File: config.mk
export PLATFORM = sky130hd
export DESIGN_NAME = rv32i_inst_encoder
export DESIGN_NICKNAME = d
export VERILOG_FILES = /design/src/rtl/rv32i_enc_pkg.sv /design/src/rtl/enc_fifo2.sv /design/src/rtl/rv32i_inst_encoder.sv
export SDC_FILE = /design/constraint.sdc
export NUM_CORES = 1
export LEC_CHECK = 0
export ABC_CLOCK_PERIOD_IN_PS = 2800
export BUFFER_PORTS_ARGS = -buffer_cell sky130_fd_sc_hd__buf_4
export CAP_MARGIN = 20
export CORE_AREA = 2 2 116 118
export CTS_CLUSTER_SIZE = 10
export DETAILED_ROUTE_END_ITERATION = 7
export DIE_AREA = 0 0 118 120
export PLACE_DENSITY = 0.62
export SLEW_MARGIN = 30
export SYNTH_ARGS = -nofsm -noshare
export SYNTH_HDL_FRONTEND = slang
export SYNTH_SLANG_ARGS = --single-unit
File: constraint.sdc
create_clock -name clk -period 2.8 [get_ports clk]
set_input_delay 0.42 -clock clk [delete_from_list [all_inputs] [get_ports clk]]
set_output_delay 0.42 -clock clk [all_outputs]
set_load 0.01 [all_outputs]
File: src/rtl/rv32i_enc_pkg.sv
// Shared definitions for the RV32I encoder: mnemonic codes, format classes,
// opcode/funct constants and the immediate range helper.
package rv32i_enc_pkg;

  typedef enum logic [4:0] {
    OP_ADD   = 5'd0,  OP_SUB   = 5'd1,  OP_AND   = 5'd2,  OP_OR    = 5'd3,
    OP_XOR   = 5'd4,  OP_SLL   = 5'd5,  OP_SRL   = 5'd6,  OP_SRA   = 5'd7,
    OP_SLT   = 5'd8,  OP_SLTU  = 5'd9,  OP_ADDI  = 5'd10, OP_ANDI  = 5'd11,
    OP_ORI   = 5'd12, OP_XORI  = 5'd13, OP_SLTI  = 5'd14, OP_SLTIU = 5'd15,
    OP_SLLI  = 5'd16, OP_SRLI  = 5'd17, OP_SRAI  = 5'd18, OP_LW    = 5'd19,
    OP_SW    = 5'd20, OP_BEQ   = 5'd21, OP_BNE   = 5'd22, OP_BLT   = 5'd23,
    OP_BGE   = 5'd24, OP_BLTU  = 5'd25, OP_BGEU  = 5'd26, OP_JAL   = 5'd27,
    OP_JALR  = 5'd28, OP_LUI   = 5'd29
  } enc_op_e;

  typedef enum logic [2:0] {
    FMT_R, FMT_I, FMT_SH, FMT_S, FMT_B, FMT_J, FMT_U, FMT_BAD
  } enc_fmt_e;

  localparam logic [6:0] OPC_R      = 7'b0110011;
  localparam logic [6:0] OPC_I      = 7'b0010011;
  localparam logic [6:0] OPC_LOAD   = 7'b0000011;
  localparam logic [6:0] OPC_JALR   = 7'b1100111;
  localparam logic [6:0] OPC_STORE  = 7'b0100011;
  localparam logic [6:0] OPC_BRANCH = 7'b1100011;
  localparam logic [6:0] OPC_JAL    = 7'b1101111;
  localparam logic [6:0] OPC_LUI    = 7'b0110111;

  localparam logic [2:0] F3_ADD  = 3'b000;
  localparam logic [2:0] F3_SLL  = 3'b001;
  localparam logic [2:0] F3_SLT  = 3'b010;
  localparam logic [2:0] F3_SLTU = 3'b011;
  localparam logic [2:0] F3_XOR  = 3'b100;
  localparam logic [2:0] F3_SR   = 3'b101;
  localparam logic [2:0] F3_OR   = 3'b110;
  localparam logic [2:0] F3_AND  = 3'b111;
  localparam logic [2:0] F3_LW   = 3'b010;
  localparam logic [2:0] F3_SW   = 3'b010;
  localparam logic [2:0] F3_JALR = 3'b000;
  localparam logic [2:0] F3_BEQ  = 3'b000;
  localparam logic [2:0] F3_BNE  = 3'b001;
  localparam logic [2:0] F3_BLT  = 3'b100;
  localparam logic [2:0] F3_BGE  = 3'b101;
  localparam logic [2:0] F3_BLTU = 3'b110;
  localparam logic [2:0] F3_BGEU = 3'b111;

  localparam logic [6:0] F7_BASE = 7'b0000000;
  localparam logic [6:0] F7_ALT  = 7'b0100000;

  localparam logic [31:0] NOP_WORD_C = 32'h0000_0013;

  // True when v is representable as a w-bit two's-complement value.
  function automatic logic fits_s(input logic [31:0] v, input int unsigned w);
    logic [31:0] hi;
    hi = 32'($signed(v) >>> (w - 1));
    return (hi == '0) || (hi == '1);
  endfunction

endpackage

File: src/rtl/enc_fifo2.sv
// Two-entry FIFO for encoded words; push is ignored when full, pop when empty.
module enc_fifo2 #(
  parameter int W = 32
) (
  input  logic         clk,
  input  logic         rstn,
  input  logic         i_push,
  input  logic [W-1:0] i_wdata,
  input  logic         i_pop,
  output logic [W-1:0] o_rdata,
  output logic         o_full,
  output logic         o_empty
);

  logic [W-1:0] r_mem [2];
  logic         r_wp;
  logic         r_rp;
  logic [1:0]   r_cnt;
  logic         w_push;
  logic         w_pop;

  assign o_full  = (r_cnt == 2'd2);
  assign o_empty = (r_cnt == 2'd0);
  assign w_push  = i_push & ~o_full;
  assign w_pop   = i_pop & ~o_empty;
  assign o_rdata = r_mem[r_rp];

  always_ff @(posedge clk or negedge rstn) begin
    if (!rstn) begin
      r_mem[0] <= '0;
      r_mem[1] <= '0;
      r_wp     <= 1'b0;
      r_rp     <= 1'b0;
      r_cnt    <= 2'd0;
    end else begin
      if (w_push) begin
        r_mem[r_wp] <= i_wdata;
        r_wp        <= ~r_wp;
      end
      if (w_pop) r_rp <= ~r_rp;
      case ({w_push, w_pop})
        2'b10:   r_cnt <= r_cnt + 2'd1;
        2'b01:   r_cnt <= r_cnt - 2'd1;
        default: r_cnt <= r_cnt;
      endcase
    end
  end

endmodule

File: src/rtl/rv32i_inst_encoder.sv
// Encodes symbolic RV32I instructions into machine words and streams them with
// their word address; out-of-range or unknown instructions become NOP_WORD.
module rv32i_inst_encoder
  import rv32i_enc_pkg::*;
#(
  parameter int          ADDR_W   = 10,
  parameter logic [31:0] NOP_WORD = NOP_WORD_C
) (
  input  logic              clk,
  input  logic              rstn,
  input  logic              in_valid,
  output logic              in_ready,
  input  logic [4:0]        in_op,
  input  logic [4:0]        in_rd,
  input  logic [4:0]        in_rs1,
  input  logic [4:0]        in_rs2,
  input  logic [31:0]       in_imm,
  output logic              out_valid,
  input  logic              out_ready,
  output logic [31:0]       out_inst,
  output logic [ADDR_W-1:0] out_addr,
  output logic              err,
  output logic [7:0]        err_cnt,
  input  logic              clr_err
);

  enc_fmt_e          w_fmt;
  logic [6:0]        w_opc;
  logic [2:0]        w_f3;
  logic [6:0]        w_f7;
  logic [31:0]       w_enc;
  logic              w_ok;
  logic [31:0]       w_word;
  logic [31:0]       w_head;
  logic              w_full;
  logic              w_empty;
  logic              w_push;
  logic              w_pop;
  logic              r_live;
  logic [ADDR_W-1:0] r_addr;
  logic              r_err;
  logic [7:0]        r_err_cnt;

  always_comb begin
    w_fmt = FMT_BAD;
    w_opc = OPC_I;
    w_f3  = F3_ADD;
    w_f7  = F7_BASE;
    case (in_op)
      OP_ADD:   begin w_fmt = FMT_R;  w_opc = OPC_R; w_f3 = F3_ADD;  end
      OP_SUB:   begin w_fmt = FMT_R;  w_opc = OPC_R; w_f3 = F3_ADD;  w_f7 = F7_ALT; end
      OP_AND:   begin w_fmt = FMT_R;  w_opc = OPC_R; w_f3 = F3_AND;  end
      OP_OR:    begin w_fmt = FMT_R;  w_opc = OPC_R; w_f3 = F3_OR;   end
      OP_XOR:   begin w_fmt = FMT_R;  w_opc = OPC_R; w_f3 = F3_XOR;  end
      OP_SLL:   begin w_fmt = FMT_R;  w_opc = OPC_R; w_f3 = F3_SLL;  end
      OP_SRL:   begin w_fmt = FMT_R;  w_opc = OPC_R; w_f3 = F3_SR;   end
      OP_SRA:   begin w_fmt = FMT_R;  w_opc = OPC_R; w_f3 = F3_SR;   w_f7 = F7_ALT; end
      OP_SLT:   begin w_fmt = FMT_R;  w_opc = OPC_R; w_f3 = F3_SLT;  end
      OP_SLTU:  begin w_fmt = FMT_R;  w_opc = OPC_R; w_f3 = F3_SLTU; end
      OP_ADDI:  begin w_fmt = FMT_I;  w_f3 = F3_ADD;  end
      OP_ANDI:  begin w_fmt = FMT_I;  w_f3 = F3_AND;  end
      OP_ORI:   begin w_fmt = FMT_I;  w_f3 = F3_OR;   end
      OP_XORI:  begin w_fmt = FMT_I;  w_f3 = F3_XOR;  end
      OP_SLTI:  begin w_fmt = FMT_I;  w_f3 = F3_SLT;  end
      OP_SLTIU: begin w_fmt = FMT_I;  w_f3 = F3_SLTU; end
      OP_SLLI:  begin w_fmt = FMT_SH; w_f3 = F3_SLL;  end
      OP_SRLI:  begin w_fmt = FMT_SH; w_f3 = F3_SR;   end
      OP_SRAI:  begin w_fmt = FMT_SH; w_f3 = F3_SR;   w_f7 = F7_ALT; end
      OP_LW:    begin w_fmt = FMT_I;  w_opc = OPC_LOAD;   w_f3 = F3_LW;   end
      OP_JALR:  begin w_fmt = FMT_I;  w_opc = OPC_JALR;   w_f3 = F3_JALR; end
      OP_SW:    begin w_fmt = FMT_S;  w_opc = OPC_STORE;  w_f3 = F3_SW;   end
      OP_BEQ:   begin w_fmt = FMT_B;  w_opc = OPC_BRANCH; w_f3 = F3_BEQ;  end
      OP_BNE:   begin w_fmt = FMT_B;  w_opc = OPC_BRANCH; w_f3 = F3_BNE;  end
      OP_BLT:   begin w_fmt = FMT_B;  w_opc = OPC_BRANCH; w_f3 = F3_BLT;  end
      OP_BGE:   begin w_fmt = FMT_B;  w_opc = OPC_BRANCH; w_f3 = F3_BGE;  end
      OP_BLTU:  begin w_fmt = FMT_B;  w_opc = OPC_BRANCH; w_f3 = F3_BLTU; end
      OP_BGEU:  begin w_fmt = FMT_B;  w_opc = OPC_BRANCH; w_f3 = F3_BGEU; end
      OP_JAL:   begin w_fmt = FMT_J;  w_opc = OPC_JAL; end
      OP_LUI:   begin w_fmt = FMT_U;  w_opc = OPC_LUI; end
      default:  w_fmt = FMT_BAD;
    endcase
  end

  // Branch and jump offsets are byte offsets, so bit 0 must be clear.
  always_comb begin
    w_ok  = 1'b0;
    w_enc = NOP_WORD;
    case (w_fmt)
      FMT_R: begin
        w_ok  = 1'b1;
        w_enc = {w_f7, in_rs2, in_rs1, w_f3, in_rd, w_opc};
      end
      FMT_I: begin
        w_ok  = fits_s(in_imm, 12);
        w_enc = {in_imm[11:0], in_rs1, w_f3, in_rd, w_opc};
      end
      FMT_SH: begin
        w_ok  = (in_imm[31:5] == '0);
        w_enc = {w_f7, in_imm[4:0], in_rs1, w_f3, in_rd, w_opc};
      end
      FMT_S: begin
        w_ok  = fits_s(in_imm, 12);
        w_enc = {in_imm[11:5], in_rs2, in_rs1, w_f3, in_imm[4:0], w_opc};
      end
      FMT_B: begin
        w_ok  = fits_s(in_imm, 13) & ~in_imm[0];
        w_enc = {in_imm[12], in_imm[10:5], in_rs2, in_rs1, w_f3,
                 in_imm[4:1], in_imm[11], w_opc};
      end
      FMT_J: begin
        w_ok  = fits_s(in_imm, 21) & ~in_imm[0];
        w_enc = {in_imm[20], in_imm[10:1], in_imm[11], in_imm[19:12], in_rd, w_opc};
      end
      FMT_U: begin
        w_ok  = (in_imm[11:0] == '0);
        w_enc = {in_imm[31:12], in_rd, w_opc};
      end
      default: begin
        w_ok  = 1'b0;
        w_enc = NOP_WORD;
      end
    endcase
    w_word = w_ok ? w_enc : NOP_WORD;
  end

  assign in_ready  = r_live & ~w_full;
  assign out_valid = ~w_empty;
  assign out_inst  = w_empty ? '0 : w_head;
  assign out_addr  = r_addr;
  assign err       = r_err;
  assign err_cnt   = r_err_cnt;
  assign w_push    = in_valid & in_ready;
  assign w_pop     = out_valid & out_ready;

  enc_fifo2 #(.W(32)) u_fifo (
    .clk     (clk),
    .rstn    (rstn),
    .i_push  (w_push),
    .i_wdata (w_word),
    .i_pop   (w_pop),
    .o_rdata (w_head),
    .o_full  (w_full),
    .o_empty (w_empty)
  );

  always_ff @(posedge clk or negedge rstn) begin
    if (!rstn) begin
      r_live    <= 1'b0;
      r_addr    <= '0;
      r_err     <= 1'b0;
      r_err_cnt <= 8'd0;
    end else begin
      r_live <= 1'b1;
      if (w_pop) r_addr <= r_addr + ADDR_W'(1);
      if (clr_err) begin
        r_err     <= 1'b0;
        r_err_cnt <= 8'd0;
      end else if (w_push && !w_ok) begin
        r_err <= 1'b1;
        if (r_err_cnt != 8'hFF) r_err_cnt <= r_err_cnt + 8'd1;
      end
    end
  end

endmodule
==> results of run 1 <==
[flip-flops by register name, indices dropped and copies added, names as in the netlist]
signal,flops
u_fifo.r_mem,62
u_fifo.r_cnt,2
u_fifo.r_rp,1
r_live,1
u_fifo.r_wp,1
err,1
out_addr,10
err_cnt,8
[how the worst min path moves through the flow]
stage,end,slack (ps),from
after floorplan,err$_DFFE_PN0P_,120,rstn
after global placement,u_fifo.r_mem[33]$_DFFE_PN0P_,450,u_fifo.r_mem[33]$_DFFE_PN0P_
after detailed placement,u_fifo.r_mem[33]$_DFFE_PN0P_,460,u_fifo.r_mem[33]$_DFFE_PN0P_
after CTS,err_cnt[5]$_DFFE_PN0P_,160,rstn
after global routing,err_cnt[0]$_DFFE_PN0P_,180,rstn
final,err_cnt[0]$_DFFE_PN0P_,80,rstn
[power by group through the flow]
stage          clock network (mW)  registers [mW]  logic, mW
3_5_place_dp                    0            1.90       1.92
3_3_place_gp                    0            1.88       1.89
5_1_grt                      1.30            1.93       2.10
4_1_cts                      1.23            1.88       1.93
6_report                     1.21            1.88       1.90
2_1_floorplan                   0            1.86       1.18
[cell usage in the layout (no fill, tap or decap), types with 4 or more instances in the layout]
cell type,instances
nand4_1,13
or2_1,11
xor2_1,4
nand2b_1,7
buf_4,122
o22ai_1,4
and3_1,7
mux2_1,4
mux2i_1,34
o21ai_1,15
xnor2_1,10
nand3_1,13
clkbuf_16,9
dfrtp_1,86
o21ai_0,19
nand2_1,77
nor4_2,4
a31oi_1,4
o31ai_1,30
nor2_1,65
inv_1,6
a21oi_1,11
a222oi_1,6
a22oi_1,16
mux2_2,7
nor2b_1,9
[cell type report]
class,instances,area share
Sequential cell,86,0.341
Clock inverter,3,0.00694
Clock buffer,11,0.0400
Multi-Input combinational cell,422,0.424
Inverter,9,0.00575
Tap cell,176,0.0349
Timing Repair Buffer,123,0.147
[per-layer routing]
metal | up-vias | track usage | part of all wire
li1 | 2181 | - | -
met2 | 131 | 0.321 | 0.47
met4 | 0 | 0.0798 | 0.027
met3 | 28 | 0.0323 | 0.037
met1 | 2135 | 0.282 | 0.47
met5 | - | 0 | 0
[kinds of logic after synthesis]
logic type	share of synthesized area
muxes	0.0918
AOI/OAI and AO/OA	0.174
DFF	0.425
other	0.000741
adders and majority gates	0.00940
xor gates and xnor gates	0.0242
and+or+nand+nor	0.228
buffers and inverters	0.0460
[worst max-delay path, stage by stage]
cell and delay, ps:
buf_4 130, nor4_1 530, nand2_1 170, or3_4 370, a21boi_4 210, nor4_4 110
buf_4 190, buf_4 200, o31ai_1 250
==> run summary, run 1 <==
Outcome: complete, no violations
Max_cap viols: 0
Initial DRC Count: 383
Slew @ Worst Pin: 816 ps
Cts hold-fix bufs: 0
I/O Buffers: 109
Startpoint types: input pin
H-Tree Depth: 3
Crit path capture: u_fifo.r_mem[42]$_DFFE_PN0P_
Cell area after synthesis: 5060 µm²
Vias in the first global route: 4409
Die Wd: 118 µm
Internal power: 3.23 mW
Placer's final routability congestion estimate: 0.913
Ys async rst share: 1.00
Pre-CTS worst setup slack: 65.4 ps
DP Area: 6010 µm²
Finished Cell Area: 6310 µm²
HPWL Detailed: 10300 µm
Yosys Warn Count: 0
Critical path type: in -> reg
Final setup fails: 0
FP Rows: 42
RSZ-0062 raised after global routing: no
ANT nets after route: 0
Pin count of the biggest net entering global routing: 87
Post-Syn Instances: 557
Peak Freq: 428 MHz
Setup crit end kind: register
CTS sink cnt: 86
Nets: 711
Ant. Diodes: 0
Synthesis-stage register bit count: 86
Post-route minimum period: 2340 ps
CTS resizes: 0
Clk_lat worst skew: 340 ps
Setup_tns: 0 ps
Post-synth top cells: 86 x dfrtp_1, 77 x nand2_1, 66 x nor2_1
CP arrival: 2580 ps
Most frequent cell after synthesis: dfrtp_1
Share of the synthesized area in the top cell type: 0.425
Cells after DPL: 816
Root Driver: clkbuf_16
Ports: 110
R2R Path End: err_cnt[6]$_DFFE_PN0P_
Slew Limit Headroom: 0.456
Die Y: 120 µm
Synth area leader: dfrtp_1
Seq/Total Area, Yosys: 0.425
Layout Utilization: 0.486
Total GRT Usage: 0.204
Sequential power share: 0.377
Layout cell share with drive strength beyond 1: 0.255
Hold Crit Class: in -> async
Core ar.: 13000 µm²
Hold slack: 75.5 ps
Antenna violations before repair: 0
Reg2Reg Launch Point: u_fifo.r_cnt[0]$_DFFE_PN0P_
Starting Density: 0.390
Period Utilization, post-route: 0.835
CTS max path bufs: 2
DR pass1 iterations: 6
Gate power share: 0.381
Final Total Pwr: 5.00 mW
Syn avg cell area: 9.08 µm²
Switching share of power: 0.354
EDFF count, synth: 0
Synth area leaders: dfrtp_1 43%, mux2i_1 6.7%, nand2_1 5.7%
CTS clk-pin slew, worst paths: 60 ps
First-pass GRT wire length: 22900 µm
Pwr per Cell Area: 792 nW/µm²
Total congestion overflow: 0
Crit path max fanout: 17
Critical path data required time: 3050 ps
Worst Reg-to-Reg Cells: 7
Clock power frac: 0.242
Ys flop type: dfrtp_1
CTS Buf Count: 9
Vias post-DR: 4475
Switching power: 1.77 mW
Setup crit start: in_imm[13]
DRT Wirelength: 14000 µm
Die area: 14200 µm²
Storage element area: 2150 µm²
Clock Skews: 7.13 ps
Synth cell types: 62
Worst Slack Setup Final: 461 ps
Slew Limit Fails: 0
Filler Cell Count: 1286
Post-Layout Cell Count: 830
Final count of hold timing violations: 0
Drc violations: 0
CTS tree: yes
Footprint of the multi-input gates: 2680 µm²
Avg Vias per Cell: 5.39
Reg2reg setup slack: 570 ps
IR drop worst, VDD: 0.000293 V
Routed len/inst: 16.8 µm
Mapped Nets: 617
Syn-to-layout area delta: 24.8%
Post-CTS Setup Bufs: 0
Lkg Pwr: 2.92 nW
Note: power is estimated with default switching activity, not from simulation.
==> inputs of run 2 (changes only) <==
--- a/config.mk
+++ b/config.mk
@@ -5,14 +5,15 @@
 export SDC_FILE = /design/constraint.sdc
 export NUM_CORES = 1
 export LEC_CHECK = 0
-export ABC_CLOCK_PERIOD_IN_PS = 2800
+export ABC_AREA = 1
+export ABC_CLOCK_PERIOD_IN_PS = 2390
 export BUFFER_PORTS_ARGS = -buffer_cell sky130_fd_sc_hd__buf_4
 export CAP_MARGIN = 20
-export CORE_AREA = 2 2 116 118
+export CORE_AREA = 2 2 120 122
 export CTS_CLUSTER_SIZE = 10
 export DETAILED_ROUTE_END_ITERATION = 7
-export DIE_AREA = 0 0 118 120
-export PLACE_DENSITY = 0.62
+export DIE_AREA = 0 0 122 124
+export PLACE_DENSITY = 0.61
 export SLEW_MARGIN = 30
 export SYNTH_ARGS = -nofsm -noshare
 export SYNTH_HDL_FRONTEND = slang
==> constraint.sdc (replaced) <==
create_clock -name clk -period 2.39 [get_ports clk]
set_input_delay 0.3585 -clock clk [delete_from_list [all_inputs] [get_ports clk]]
set_output_delay 0.3585 -clock clk [all_outputs]
set_load 0.01 [all_outputs]
==> run summary, run 2 <==
Crit path max fanout: 46 (+29)
Synth cell types: 43 (-31%)
Layout cell share with drive strength beyond 1: 0.198 (-0.0578)
Worst path top cell family by delay: buffers and inverters
Highest-delay cell along the critical path: buf_4
Total congestion overflow: 0 (unchanged)
Startpoint types: register
Vias in the first global route: 5151 (+17%)
Post-synth top cells: 240 x nand2_1, 86 x dfrtp_1, 83 x nand3_1
Nets: 946 (+33%)
Synth area leader: dfrtp_1
Hold Crit Class: in -> reg
Pin count of the biggest net entering global routing: 52 (-40%)
CTS Buf Count: 9 (unchanged)
Setup_tns: 0 ps (unchanged)
I/O Buffers: 109 (unchanged)
Max reg flops: 62 (unchanged)
Ports: 110 (unchanged)
First-pass GRT wire length: 26900 µm (+18%)
Met3 usage: 0.0462 (+0.0139)
Peak Freq: 496 MHz
Initial DRC Count: 473 (+23%)
Avg Vias per Cell: 5.15 (-4.5%)
Worst Slack Setup Final: 372 ps (-89.0 ps)
Most used cell, CP: buf_4
Final setup fails: 0 (unchanged)
CTS resizes: 0 (unchanged)
Clock Skews: 6.52 ps (-0.611 ps)
Ys flop type: dfrtp_1
Lkg Pwr: 3.40 nW (+16%)
HPWL Detailed: 12100 µm (+18%)
Ant. Diodes: 0 (unchanged)
DRT Wirelength: 16600 µm (+19%)
Post-route minimum period: 2020 ps
Slew @ Worst Pin: 769 ps (-47.7 ps)
Cts hold-fix bufs: 1 (+1)
Vias post-DR: 5516 (+23%)
H-Tree Depth: 3 (unchanged)
Buffer and inverter count on the worst path: 2 (-1)
Pre-CTS worst setup slack: 150 ps (+84.2 ps)
Critical path, cell by cell: buf_4, o21ai_0, a21oi_1, buf_4
Slew Limit Fails: 0 (unchanged)
Layout Utilization: 0.496 (+0.0101)
Critical path type: reg -> out
Most frequent cell after synthesis: nand2_1
Cell area after synthesis: 5390 µm² (+6.5%)
Slew Limit Headroom: 0.487 (+0.0313)
Most common cell after layout, fill and taps aside: nand2_1
Die area: 15100 µm² (+6.8%)
Synth area leaders: dfrtp_1 40%, nand2_1 17%, nand3_1 7.7%
Largest Register: u_fifo.r_mem
Drc violations: 0 (unchanged)
ANT nets after route: 0 (unchanged)
CTS tree: yes
Max_cap viols: 0 (unchanged)
Synthesis-stage register bit count: 86 (unchanged)
Mapped Nets: 838 (+36%)
IR drop worst, VDD: 0.000541 V (+85%)
RSZ-0062 raised after global routing: no
Post-Syn Instances: 778 (+40%)
Period Utilization, post-route: 0.844
CTS sink cnt: 86 (unchanged)
Pwr per Cell Area: 843 nW/µm² (+6.5%)
EDFF count, synth: 0 (unchanged)
M2 GR Usage: 0.352 (+0.0311)
DR pass1 iterations: 5 (-1)
Routed len/inst: 15.5 µm (-7.9%)
M1 GR Usage: 0.333 (+0.0509)
Root Driver: clkbuf_16
Core ar.: 13700 µm² (+5.7%)
CTS max path bufs: 2 (unchanged)
Antenna violations before repair: 0 (unchanged)
Syn-to-layout area delta: 26.4%
Share of the synthesized area in the top cell type: 0.400 (-0.0259)
Gr busiest metal: met2
Critical path data required time: 2030 ps (-1020 ps)
CTS clk-pin slew, worst paths: 60 ps (about the same)
Ys async rst share: 1.00 (unchanged)
Clk_lat worst skew: 350 ps (about the same)
Post-Layout Cell Count: 1071 (+29%)
Cells after DPL: 1054 (+29%)
Most frequent cells in the layout: 240 x nand2_1, 130 x buf_4, 86 x dfrtp_1
Setup crit end kind: output pin
Seq/Total Area, Yosys: 0.400 (-0.0259)
Die Y: 124 µm (+3.3%)
Starting Density: 0.393 (+0.00289)
FP Rows: 43 (+2.4%)
Placer's final routability congestion estimate: 0.946 (+3.6%)
Yosys Warn Count: 0 (unchanged)
Total GRT Usage: 0.231 (+0.0266)
Outcome: complete, no violations
Post-CTS Setup Bufs: 0 (unchanged)
Final count of hold timing violations: 0 (unchanged)
CP arrival: 1660 ps (-920 ps)
Slowest stage delay, CP: 420 ps (-110 ps)
Syn avg cell area: 6.92 µm² (-24%)
Die Wd: 122 µm (+3.4%)
## run 2: report_power, final
part	internal (mW)	total (mW)	switching, mW
combinational	0.879	2.20	1.32
clock	1.00	1.58	0.580
sequential	1.76	1.96	0.198
## run 2: kinds of logic (layout without fill, tap and decap cells)
logic type / count (synthesis) / in the layout / share of synthesized area
flops: 86 / 86 / 0.400
simple gates: 417 / 417 / 0.335
other cells: 1 / 1 / 0.000696
compound gates: 143 / 143 / 0.147
buf+inv: 112 / 225 / 0.0848
xor+xnor: 16 / 16 / 0.0260
fa+ha+maj: 3 / 3 / 0.00697
## run 2: worst register-to-register path, cell delays in order, from the launching register on
cell and delay (ps):
dfrtp_1 420, nor2_1 90, inv_2 270, nand2_2 160, inv_2 100, nand2_1 90, nor3b_2 240, nand3_1 160
nor3_2 150, xor2_1 150
## run 2: metal layers
layer,wire (µm),share of wire
met4,414,0.025
met1,7840,0.47
met2,7410,0.45
met3,961,0.058
met5,0,0
## run 2: final cells by class
type,instances,area [µm²]
Clock buffer,12,267
Clock inverter,4,76.3
Fill cell,1399,6910
Inverter,76,285
Multi-Input combinational cell,580,2780
Sequential cell,86,2150
Tap cell,180,225
Timing Repair Buffer,133,1030
## run 2: path summary, 6_finish.rpt
| path | startpoint | end | slack (ps) | cells past startpoint |
|---|---|---|---|---|
| worst max-delay path | u_fifo.r_rp$_DFFE_PN0P_ | out_inst[28] | 370 | 4 |
| worst min-delay path | out_ready | out_addr[1]$_DFFE_PN0P_ | 340 | 4 |
| worst max register to register | u_fifo.r_cnt[0]$_DFFE_PN0P_ | out_addr[8]$_DFFE_PN0P_ | 490 | 9 |
| worst min register to register | u_fifo.r_mem[1]$_DFFE_PN0P_ | u_fifo.r_mem[1]$_DFFE_PN0P_ | 450 | 2 |
| max in group asynchronous | rstn | u_fifo.r_mem[63]$_DFFE_PN0P_ | 1440 | 3 |
| min in group asynchronous | rstn | out_addr[3]$_DFFE_PN0P_ | 390 | 2 |
## run 2: metrics by stage
step	power, mW	hold WS, ps	cell area [µm²]
floorplan	3.19	62.9	5390
global placement	4.16	211	6460
detailed placement	4.18	211	6460
CTS	5.79	334	6810
global route	6.13	363	6810
finish	5.74	344	6810
